[config.mk]
export PLATFORM = sky130hd
export DESIGN_NAME = uart_rx_fifo_flat
export DESIGN_NICKNAME = d
export VERILOG_FILES = /design/src/rtl/uart_pkg.sv /design/src/rtl/uart_rx_fifo_if.sv /design/src/rtl/uart_rx_fifo_ram.sv /design/src/rtl/uart_rx_fifo.sv /design/src/flat_wrapper.sv
export SDC_FILE = /design/constraint.sdc
export NUM_CORES = 1
export LEC_CHECK = 0
export CAP_MARGIN = 20
export CORE_ASPECT_RATIO = 0.7
export CORE_UTILIZATION = 36
export CTS_CLUSTER_DIAMETER = 200
export DETAILED_ROUTE_END_ITERATION = 10
export PLACE_DENSITY = 0.56
export SYNTH_ARGS = -nofsm -noshare
export SYNTH_HDL_FRONTEND = slang
export SYNTH_SLANG_ARGS = --single-unit
export TNS_END_PERCENT = 100
[constraint.sdc]
create_clock -name PCLK -period 3.1 [get_ports PCLK]
set_input_delay 0.62 -clock PCLK [delete_from_list [all_inputs] [get_ports PCLK]]
set_output_delay 0.62 -clock PCLK [all_outputs]
set_load 0.05 [all_outputs]
[src/rtl/uart_pkg.sv]
// Shared UART definitions: data width, the receive-FIFO entry layout and the
// character-timeout length calculation.
package uart_pkg;

    localparam int UART_DATA_BITS = 8;

    typedef struct packed {
        logic                      ferr;
        logic [UART_DATA_BITS-1:0] data;
    } uart_entry_t;

    // Idle PCLK cycles equal to 'chars' characters of start + data + stop bits.
    function automatic int unsigned to_cyc(input int unsigned chars,
                                           input int unsigned data_bits,
                                           input int unsigned clk_freq,
                                           input int unsigned baud);
        return chars * (data_bits + 2) * (clk_freq / baud);
    endfunction

endpackage

[src/rtl/uart_rx_fifo_if.sv]
// Signal bundle between UART_RX / APB decode (master) and the receive FIFO (slave).
interface uart_rx_fifo_if
    import uart_pkg::*;
#(
    parameter int DATA_BITS = UART_DATA_BITS,
    parameter int DEPTH     = 16
);
    localparam int LW = $clog2(DEPTH) + 1;

    logic [DATA_BITS-1:0] rx_data;
    logic                 rx_ready;
    logic                 frame_error;
    logic                 rd_en;
    logic                 flush;
    logic                 clr_ovr;
    logic [DATA_BITS-1:0] rd_data;
    logic                 rd_ferr;
    logic                 empty;
    logic                 full;
    logic [LW-1:0]        level;
    logic                 rx_irq;
    logic                 overrun;
    logic                 rx_timeout;

    modport master (
        output rx_data, rx_ready, frame_error, rd_en, flush, clr_ovr,
        input  rd_data, rd_ferr, empty, full, level, rx_irq, overrun, rx_timeout
    );

    modport slave (
        input  rx_data, rx_ready, frame_error, rd_en, flush, clr_ovr,
        output rd_data, rd_ferr, empty, full, level, rx_irq, overrun, rx_timeout
    );

endinterface

[src/rtl/uart_rx_fifo_ram.sv]
// Entry storage for the receive FIFO: one synchronous write port, one
// asynchronous read port, no reset on the array contents.
module uart_rx_fifo_ram #(
    parameter int DATA_BITS = 8,
    parameter int DEPTH     = 16,
    parameter int AW        = $clog2(DEPTH)
) (
    input  logic               clk,
    input  logic               we,
    input  logic [AW-1:0]      waddr,
    input  logic [DATA_BITS:0] wdata,
    input  logic [AW-1:0]      raddr,
    output logic [DATA_BITS:0] rdata
);

    logic [DATA_BITS:0] mem [DEPTH];

    always_ff @(posedge clk) begin
        if (we) begin
            mem[waddr] <= wdata;
        end
    end

    assign rdata = mem[raddr];

endmodule

[src/rtl/uart_rx_fifo.sv]
// Receive FIFO between UART_RX and the APB register file: pointers, level, flags.
// Optional character-timeout flag is built only when UART_RX_TIMEOUT_EN is defined.
module uart_rx_fifo
    import uart_pkg::*;
#(
    parameter int          DATA_BITS     = UART_DATA_BITS,
    parameter int          DEPTH         = 16,
    parameter int          RX_THRESH     = 8,
    parameter int unsigned CLK_FREQ      = 100_000_000,
    parameter int unsigned BAUD_RATE     = 9600,
    parameter int unsigned TIMEOUT_CHARS = 4
) (
    input logic           PCLK,
    input logic           PRESETn,
    uart_rx_fifo_if.slave bus
);

    localparam int AW = $clog2(DEPTH);
    localparam int LW = AW + 1;

    if ((DEPTH < 2) || ((DEPTH & (DEPTH - 1)) != 0)) begin : g_bad_depth
        $error("uart_rx_fifo: DEPTH must be a power of 2 and >= 2");
    end
    if ((RX_THRESH < 1) || (RX_THRESH > DEPTH)) begin : g_bad_thresh
        $error("uart_rx_fifo: RX_THRESH must lie in 1..DEPTH");
    end
    if ((BAUD_RATE == 0) || (CLK_FREQ < BAUD_RATE) || (TIMEOUT_CHARS < 1)) begin : g_bad_timing
        $error("uart_rx_fifo: timeout parameters out of range");
    end

    logic [AW-1:0]      wr_ptr_q, wr_ptr_d;
    logic [AW-1:0]      rd_ptr_q, rd_ptr_d;
    logic [LW-1:0]      level_q, level_d;
    logic               empty_q, empty_d;
    logic               full_q, full_d;
    logic               irq_q, irq_d;
    logic               ovr_q, ovr_d;
    logic               do_push, do_pop, ram_we;
    logic [DATA_BITS:0] head;

    always_comb begin
        do_pop   = bus.rd_en && !empty_q;
        // A full FIFO still accepts a byte when a pop frees the head slot this cycle.
        do_push  = bus.rx_ready && (!full_q || bus.rd_en);
        ram_we   = do_push && !bus.flush;
        wr_ptr_d = wr_ptr_q;
        rd_ptr_d = rd_ptr_q;
        level_d  = level_q;
        ovr_d    = ovr_q;
        if (bus.flush) begin
            wr_ptr_d = '0;
            rd_ptr_d = '0;
            level_d  = '0;
        end else begin
            if (do_push) wr_ptr_d = wr_ptr_q + AW'(1);
            if (do_pop)  rd_ptr_d = rd_ptr_q + AW'(1);
            level_d = level_q + LW'(do_push) - LW'(do_pop);
        end
        empty_d = (level_d == '0);
        full_d  = (level_d == LW'(DEPTH));
        irq_d   = (level_d >= LW'(RX_THRESH));
        if (bus.rx_ready && full_q && !bus.rd_en && !bus.flush) begin
            ovr_d = 1'b1;
        end else if (bus.clr_ovr) begin
            ovr_d = 1'b0;
        end
    end

    always_ff @(posedge PCLK or negedge PRESETn) begin
        if (!PRESETn) begin
            wr_ptr_q <= '0;
            rd_ptr_q <= '0;
            level_q  <= '0;
            empty_q  <= 1'b1;
            full_q   <= 1'b0;
            irq_q    <= 1'b0;
            ovr_q    <= 1'b0;
        end else begin
            wr_ptr_q <= wr_ptr_d;
            rd_ptr_q <= rd_ptr_d;
            level_q  <= level_d;
            empty_q  <= empty_d;
            full_q   <= full_d;
            irq_q    <= irq_d;
            ovr_q    <= ovr_d;
        end
    end

    uart_rx_fifo_ram #(
        .DATA_BITS (DATA_BITS),
        .DEPTH     (DEPTH),
        .AW        (AW)
    ) u_ram (
        .clk   (PCLK),
        .we    (ram_we),
        .waddr (wr_ptr_q),
        .wdata ({bus.frame_error, bus.rx_data}),
        .raddr (rd_ptr_q),
        .rdata (head)
    );

    // Stale array contents are masked so the head reads as zero when empty.
    assign bus.rd_data = empty_q ? '0 : head[DATA_BITS-1:0];
    assign bus.rd_ferr = !empty_q && head[DATA_BITS];
    assign bus.empty   = empty_q;
    assign bus.full    = full_q;
    assign bus.level   = level_q;
    assign bus.rx_irq  = irq_q;
    assign bus.overrun = ovr_q;

`ifdef UART_RX_TIMEOUT_EN
    localparam int unsigned TO_CYC = to_cyc(TIMEOUT_CHARS, DATA_BITS, CLK_FREQ, BAUD_RATE);
    localparam int          CW     = $clog2(TO_CYC) + 1;

    logic [CW-1:0] to_cnt_q, to_cnt_d;
    logic          to_flag_q, to_flag_d;

    always_comb begin
        to_cnt_d  = to_cnt_q;
        to_flag_d = to_flag_q;
        if (bus.rx_ready || do_pop || bus.flush || empty_q) begin
            to_cnt_d = '0;
        end else if (to_cnt_q != CW'(TO_CYC - 1)) begin
            to_cnt_d = to_cnt_q + CW'(1);
        end
        if (do_pop || bus.flush) begin
            to_flag_d = 1'b0;
        end else if (!empty_q && (to_cnt_q == CW'(TO_CYC - 1))) begin
            to_flag_d = 1'b1;
        end
    end

    always_ff @(posedge PCLK or negedge PRESETn) begin
        if (!PRESETn) begin
            to_cnt_q  <= '0;
            to_flag_q <= 1'b0;
        end else begin
            to_cnt_q  <= to_cnt_d;
            to_flag_q <= to_flag_d;
        end
    end

    assign bus.rx_timeout = to_flag_q;
`else
    assign bus.rx_timeout = 1'b0;
`endif

endmodule
[src/flat_wrapper.sv]
// flat-port wrapper written by rule: the top's interface ports become plain ports
module uart_rx_fifo_flat import uart_pkg::*;
#(
    parameter int          DATA_BITS     = UART_DATA_BITS,
    parameter int          DEPTH         = 16,
    parameter int          RX_THRESH     = 8,
    parameter int unsigned CLK_FREQ      = 100_000_000,
    parameter int unsigned BAUD_RATE     = 9600,
    parameter int unsigned TIMEOUT_CHARS = 4
)
  (PCLK, PRESETn, bus_rx_data, bus_rx_ready, bus_frame_error, bus_rd_en, bus_flush, bus_clr_ovr, bus_rd_data, bus_rd_ferr, bus_empty, bus_full, bus_level, bus_rx_irq, bus_overrun, bus_rx_timeout);
  uart_rx_fifo_if #(.DATA_BITS(DATA_BITS), .DEPTH(DEPTH)) bus_i ();
  input logic PCLK;
  input logic PRESETn;
  input wire logic [$bits(bus_i.rx_data)-1:0] bus_rx_data;
  input wire logic [$bits(bus_i.rx_ready)-1:0] bus_rx_ready;
  input wire logic [$bits(bus_i.frame_error)-1:0] bus_frame_error;
  input wire logic [$bits(bus_i.rd_en)-1:0] bus_rd_en;
  input wire logic [$bits(bus_i.flush)-1:0] bus_flush;
  input wire logic [$bits(bus_i.clr_ovr)-1:0] bus_clr_ovr;
  output wire logic [$bits(bus_i.rd_data)-1:0] bus_rd_data;
  output wire logic [$bits(bus_i.rd_ferr)-1:0] bus_rd_ferr;
  output wire logic [$bits(bus_i.empty)-1:0] bus_empty;
  output wire logic [$bits(bus_i.full)-1:0] bus_full;
  output wire logic [$bits(bus_i.level)-1:0] bus_level;
  output wire logic [$bits(bus_i.rx_irq)-1:0] bus_rx_irq;
  output wire logic [$bits(bus_i.overrun)-1:0] bus_overrun;
  output wire logic [$bits(bus_i.rx_timeout)-1:0] bus_rx_timeout;
  assign bus_i.rx_data = bus_rx_data;
  assign bus_i.rx_ready = bus_rx_ready;
  assign bus_i.frame_error = bus_frame_error;
  assign bus_i.rd_en = bus_rd_en;
  assign bus_i.flush = bus_flush;
  assign bus_i.clr_ovr = bus_clr_ovr;
  assign bus_rd_data = bus_i.rd_data;
  assign bus_rd_ferr = bus_i.rd_ferr;
  assign bus_empty = bus_i.empty;
  assign bus_full = bus_i.full;
  assign bus_level = bus_i.level;
  assign bus_rx_irq = bus_i.rx_irq;
  assign bus_overrun = bus_i.overrun;
  assign bus_rx_timeout = bus_i.rx_timeout;
  uart_rx_fifo #(.DATA_BITS(DATA_BITS), .DEPTH(DEPTH), .RX_THRESH(RX_THRESH), .CLK_FREQ(CLK_FREQ), .BAUD_RATE(BAUD_RATE), .TIMEOUT_CHARS(TIMEOUT_CHARS)) u_core (.PCLK(PCLK), .PRESETn(PRESETn), .bus(bus_i));
endmodule
==> flow_metrics.py <==
metrics = {
    "placement": {
        "postPlaceCellArea_um2": 7380,
        "place_inst": 669,
        "routabilityCongestion": 0.742,
        "place.port_buffers": 32,
        "hpwl_um": 9840,
        "pre_cts_ws_ns": 0.0388,
    },
    "drt": {
        "wl_um": 14200,
        "vias_per_cell": 5.05,
        "dr.pass1.iters": 4,
        "drtIter0Drc": 182,
        "antenna_left": 0,
        "wl_per_cell_um": 20.2,
        "drc": 0,
        "routed-via-count": 3548,
    },
    "cts": {
        "cts.sinks": 161,
        "clk_pin_slew_ns": 0.06,
        "cts.path.max_buffers": 2,
        "root_buffer": "clkbuf_16",
        "cts_buffers": 17,
        "insertion_delay_ns": 0.42,
        "cts_tree": "done",
        "h-tree-depth": 4,
        "cts_hold_buf": 0,
    },
    "timing": {
        "skew_ns": 0.00694,
        "hold_violations": 0,
        "relSlewSlack_pct": 46.5,
        "finalCriticalPeriod_ns": 2.94,
        "hold_slack_ns": 0.535,
        "finalCritPeriodShare_pct": 95.0,
        "worst_slack_ns": 0.156,
        "finalMaxSlewViolations": 0,
        "rsz0062_at_grt": "false",
        "fmax_ghz": 0.340,
        "worstMarginPinSlew_ns": 0.800,
        "setup_violations": 0,
        "tns_ns": 0,
    },
    "pwr": {
        "irDropWorstVdd_mv": 0.327,
        "powerDensity_nw_per_um2": 758,
        "switchingPower_mw": 1.66,
        "swShare_pct": 27.1,
        "clkPwrFrac_pct": 38.8,
        "comb_power_share_pct": 20.3,
        "seq_power_share_pct": 41.0,
        "intPower_mw": 4.47,
        "power_mw": 6.13,
        "leakage_nw": 2.79,
    },
    "grt": {
        "grt_pass1_vias": 3696,
        "grt_max_degree": 21,
        "grt_use_total_pct": 16.3,
        "grt.overflow.total": 0,
        "antenna_found_initial": 0,
        "grt_pass1_wl_um": 21800,
    },
    "die": {
        "die_h_um": 116,
        "start_util_pct": 36.8,
        "die_w_um": 164,
        "die_area_um2": 19000,
        "core-area_um2": 18100,
        "ios": 34,
        "rows": 41,
    },
    "yosys": {
        "yosys_most_used_dff": "edfxtp_1",
        "synth_area_per_cell_um2": 17.3,
        "synth_nets": 410,
        "postSynth.asyncResetShare_pct": 10.6,
        "synthCells": 384,
        "ys_types": 49,
        "synth-seq-cells": 161,
        "yosysWarnings": 0,
        "synth_area_um2": 6640,
        "synth-edff-count": 144,
        "ys_seq_area_share_pct": 71.5,
    },
    "worst_setup_path": {
        "critPathSlowestCell": "mux4_1",
        "startpoint_type": "flop",
        "path_cells": "buf_12, mux4_1, o211ai_1, a21oi_1, buf_4",
        "crit_path_max_incr_delay_ns": 0.60,
        "crit_fanout": 15,
        "cp.required_ns": 2.48,
        "ff2ff_path_depth": 9,
        "crit_type": "flop to output pin",
        "crit_path_end_kind": "output pin",
        "arrival_ns": 2.32,
    },
    "final_layout": {
        "area_growth_pct": 21.7,
        "final_nets": 480,
        "nFillCells": 1577,
        "layout_common_cells": "edfxtp_1, buf_4, nor2_1, mux2i_1, clkdlybuf4s50_1",
        "final_core_util_pct": 44.8,
        "final_cell_area_um2": 8080,
        "fin_cells": 703,
        "final_common_cell": "edfxtp_1",
        "final_layout_size_suffix_gt1_share_pct": 22.1,
    },
    "hold_path": {
        "holdCritPathClass": "flop to flop",
        "min_path_cells": 2,
    },
    "flow_run": {
        "drv_cap": 0,
    },
    "run_status": {
        "status": "finished clean",
    },
}
[sequential cells by signal (all words and copies together), names as in the netlist]
name                flops
u_core.u_ram.mem      144
u_core.bus.level        5
u_core.rd_ptr_q         4
u_core.wr_ptr_q         4
u_core.bus.empty        1
u_core.bus.full         1
u_core.bus.overrun      1
u_core.bus.rx_irq       1
[cells by family (layout without fill, tap and decap cells)]
kind of cell | after synthesis | in the layout | share of synthesized area, %
xor+xnor | 10 | 10 | 1.32
other cells | 1 | 2 | 0.0565
simple gates | 70 | 70 | 4.79
fa+ha+maj | 11 | 11 | 2.19
compound gates | 46 | 46 | 4.80
mux | 55 | 55 | 12.3
buf+inv | 30 | 112 | 3.01
flops | 161 | 161 | 71.5
[area by class of cell]
class	count	area [um2]	share of cell area, %
well taps	236	295	3.65
inverters	13	48.8	0.604
diodes	1	2.50	0.0310
multi-input cells	193	1700	21.0
clock inverters	14	251	3.11
flip-flops and latches	161	4750	58.8
clock buffers	17	425	5.26
repair buffers	68	606	7.49
[metal layers]
metal  part of all wire (%)  vias to the layer above  global-route usage, %
met5                      0                        -                      0
met4                   0.84                        0                   5.80
met1                     47                     1803                   23.6
met2                     45                       89                   24.0
li1                       -                     1643                      -
met3                    6.5                       13                   3.69
[worst paths after layout]
| kind | from | endpoint | slack, ns |
|---|---|---|---|
| min in group asynchronous | PRESETn | u_core.bus.overrun | 0.66 |
| max | u_core.rd_ptr_q[0] | bus_rd_data[4] | 0.16 |
| max in group asynchronous | PRESETn | u_core.rd_ptr_q[0] | 1.85 |
| min reg2reg | u_core.bus.overrun | u_core.bus.overrun | 0.53 |
| max reg2reg | u_core.bus.empty | u_core.bus.full | 0.57 |
| min | u_core.bus.overrun | u_core.bus.overrun | 0.53 |
[cell usage after synthesis, types with 2 or more instances]
cell | n | share of area, %
a21o_1 | 2 | 0.23
mux4_2 | 10 | 3.4
buf_4 | 3 | 0.34
ha_1 | 10 | 1.9
a211oi_1 | 2 | 0.23
buf_6 | 2 | 0.34
dfrtp_1 | 16 | 6.0
mux4_1 | 8 | 3.2
nor2b_1 | 6 | 0.57
a21oi_1 | 12 | 0.90
nand2_1 | 18 | 1.0
clkbuf_1 | 3 | 0.17
o21ai_1 | 5 | 0.38
a22oi_1 | 8 | 0.90
buf_12 | 2 | 0.60
nor2_1 | 28 | 1.6
xor2_1 | 7 | 0.92
and3_1 | 2 | 0.19
o221ai_1 | 6 | 0.79
mux2_2 | 9 | 1.5
nand2b_1 | 4 | 0.38
edfxtp_1 | 144 | 65
nor3_1 | 5 | 0.38
xnor2_1 | 3 | 0.40
nand3_1 | 2 | 0.15
o211ai_1 | 5 | 0.57
mux2i_1 | 28 | 4.2
inv_1 | 12 | 0.68
buf_2 | 2 | 0.15
[power groups by stage]
stage	clock network, mW	registers [mW]	logic (mW)
global placement	0	2.56	1.21
global route	2.50	2.52	1.35
CTS	2.42	2.52	1.24
detailed placement	0	2.56	1.23
finish	2.38	2.51	1.24
floorplan	0	2.67	0.751
[worst max-delay path: cells and delay by family, from the launching register on]
kind                   cells  cell delay, ns
DFF                        1            0.56
AOI/OAI and AO/OA          2            0.32
muxes                      1            0.60
buffers and inverters      2            0.41
[what timing repair did]
action,4_1_cts,5_1_grt
resized for setup,1,2
setup endpoints to repair,1,3
setup buffers,0,2
Note: power is estimated with default switching activity, not from simulation.
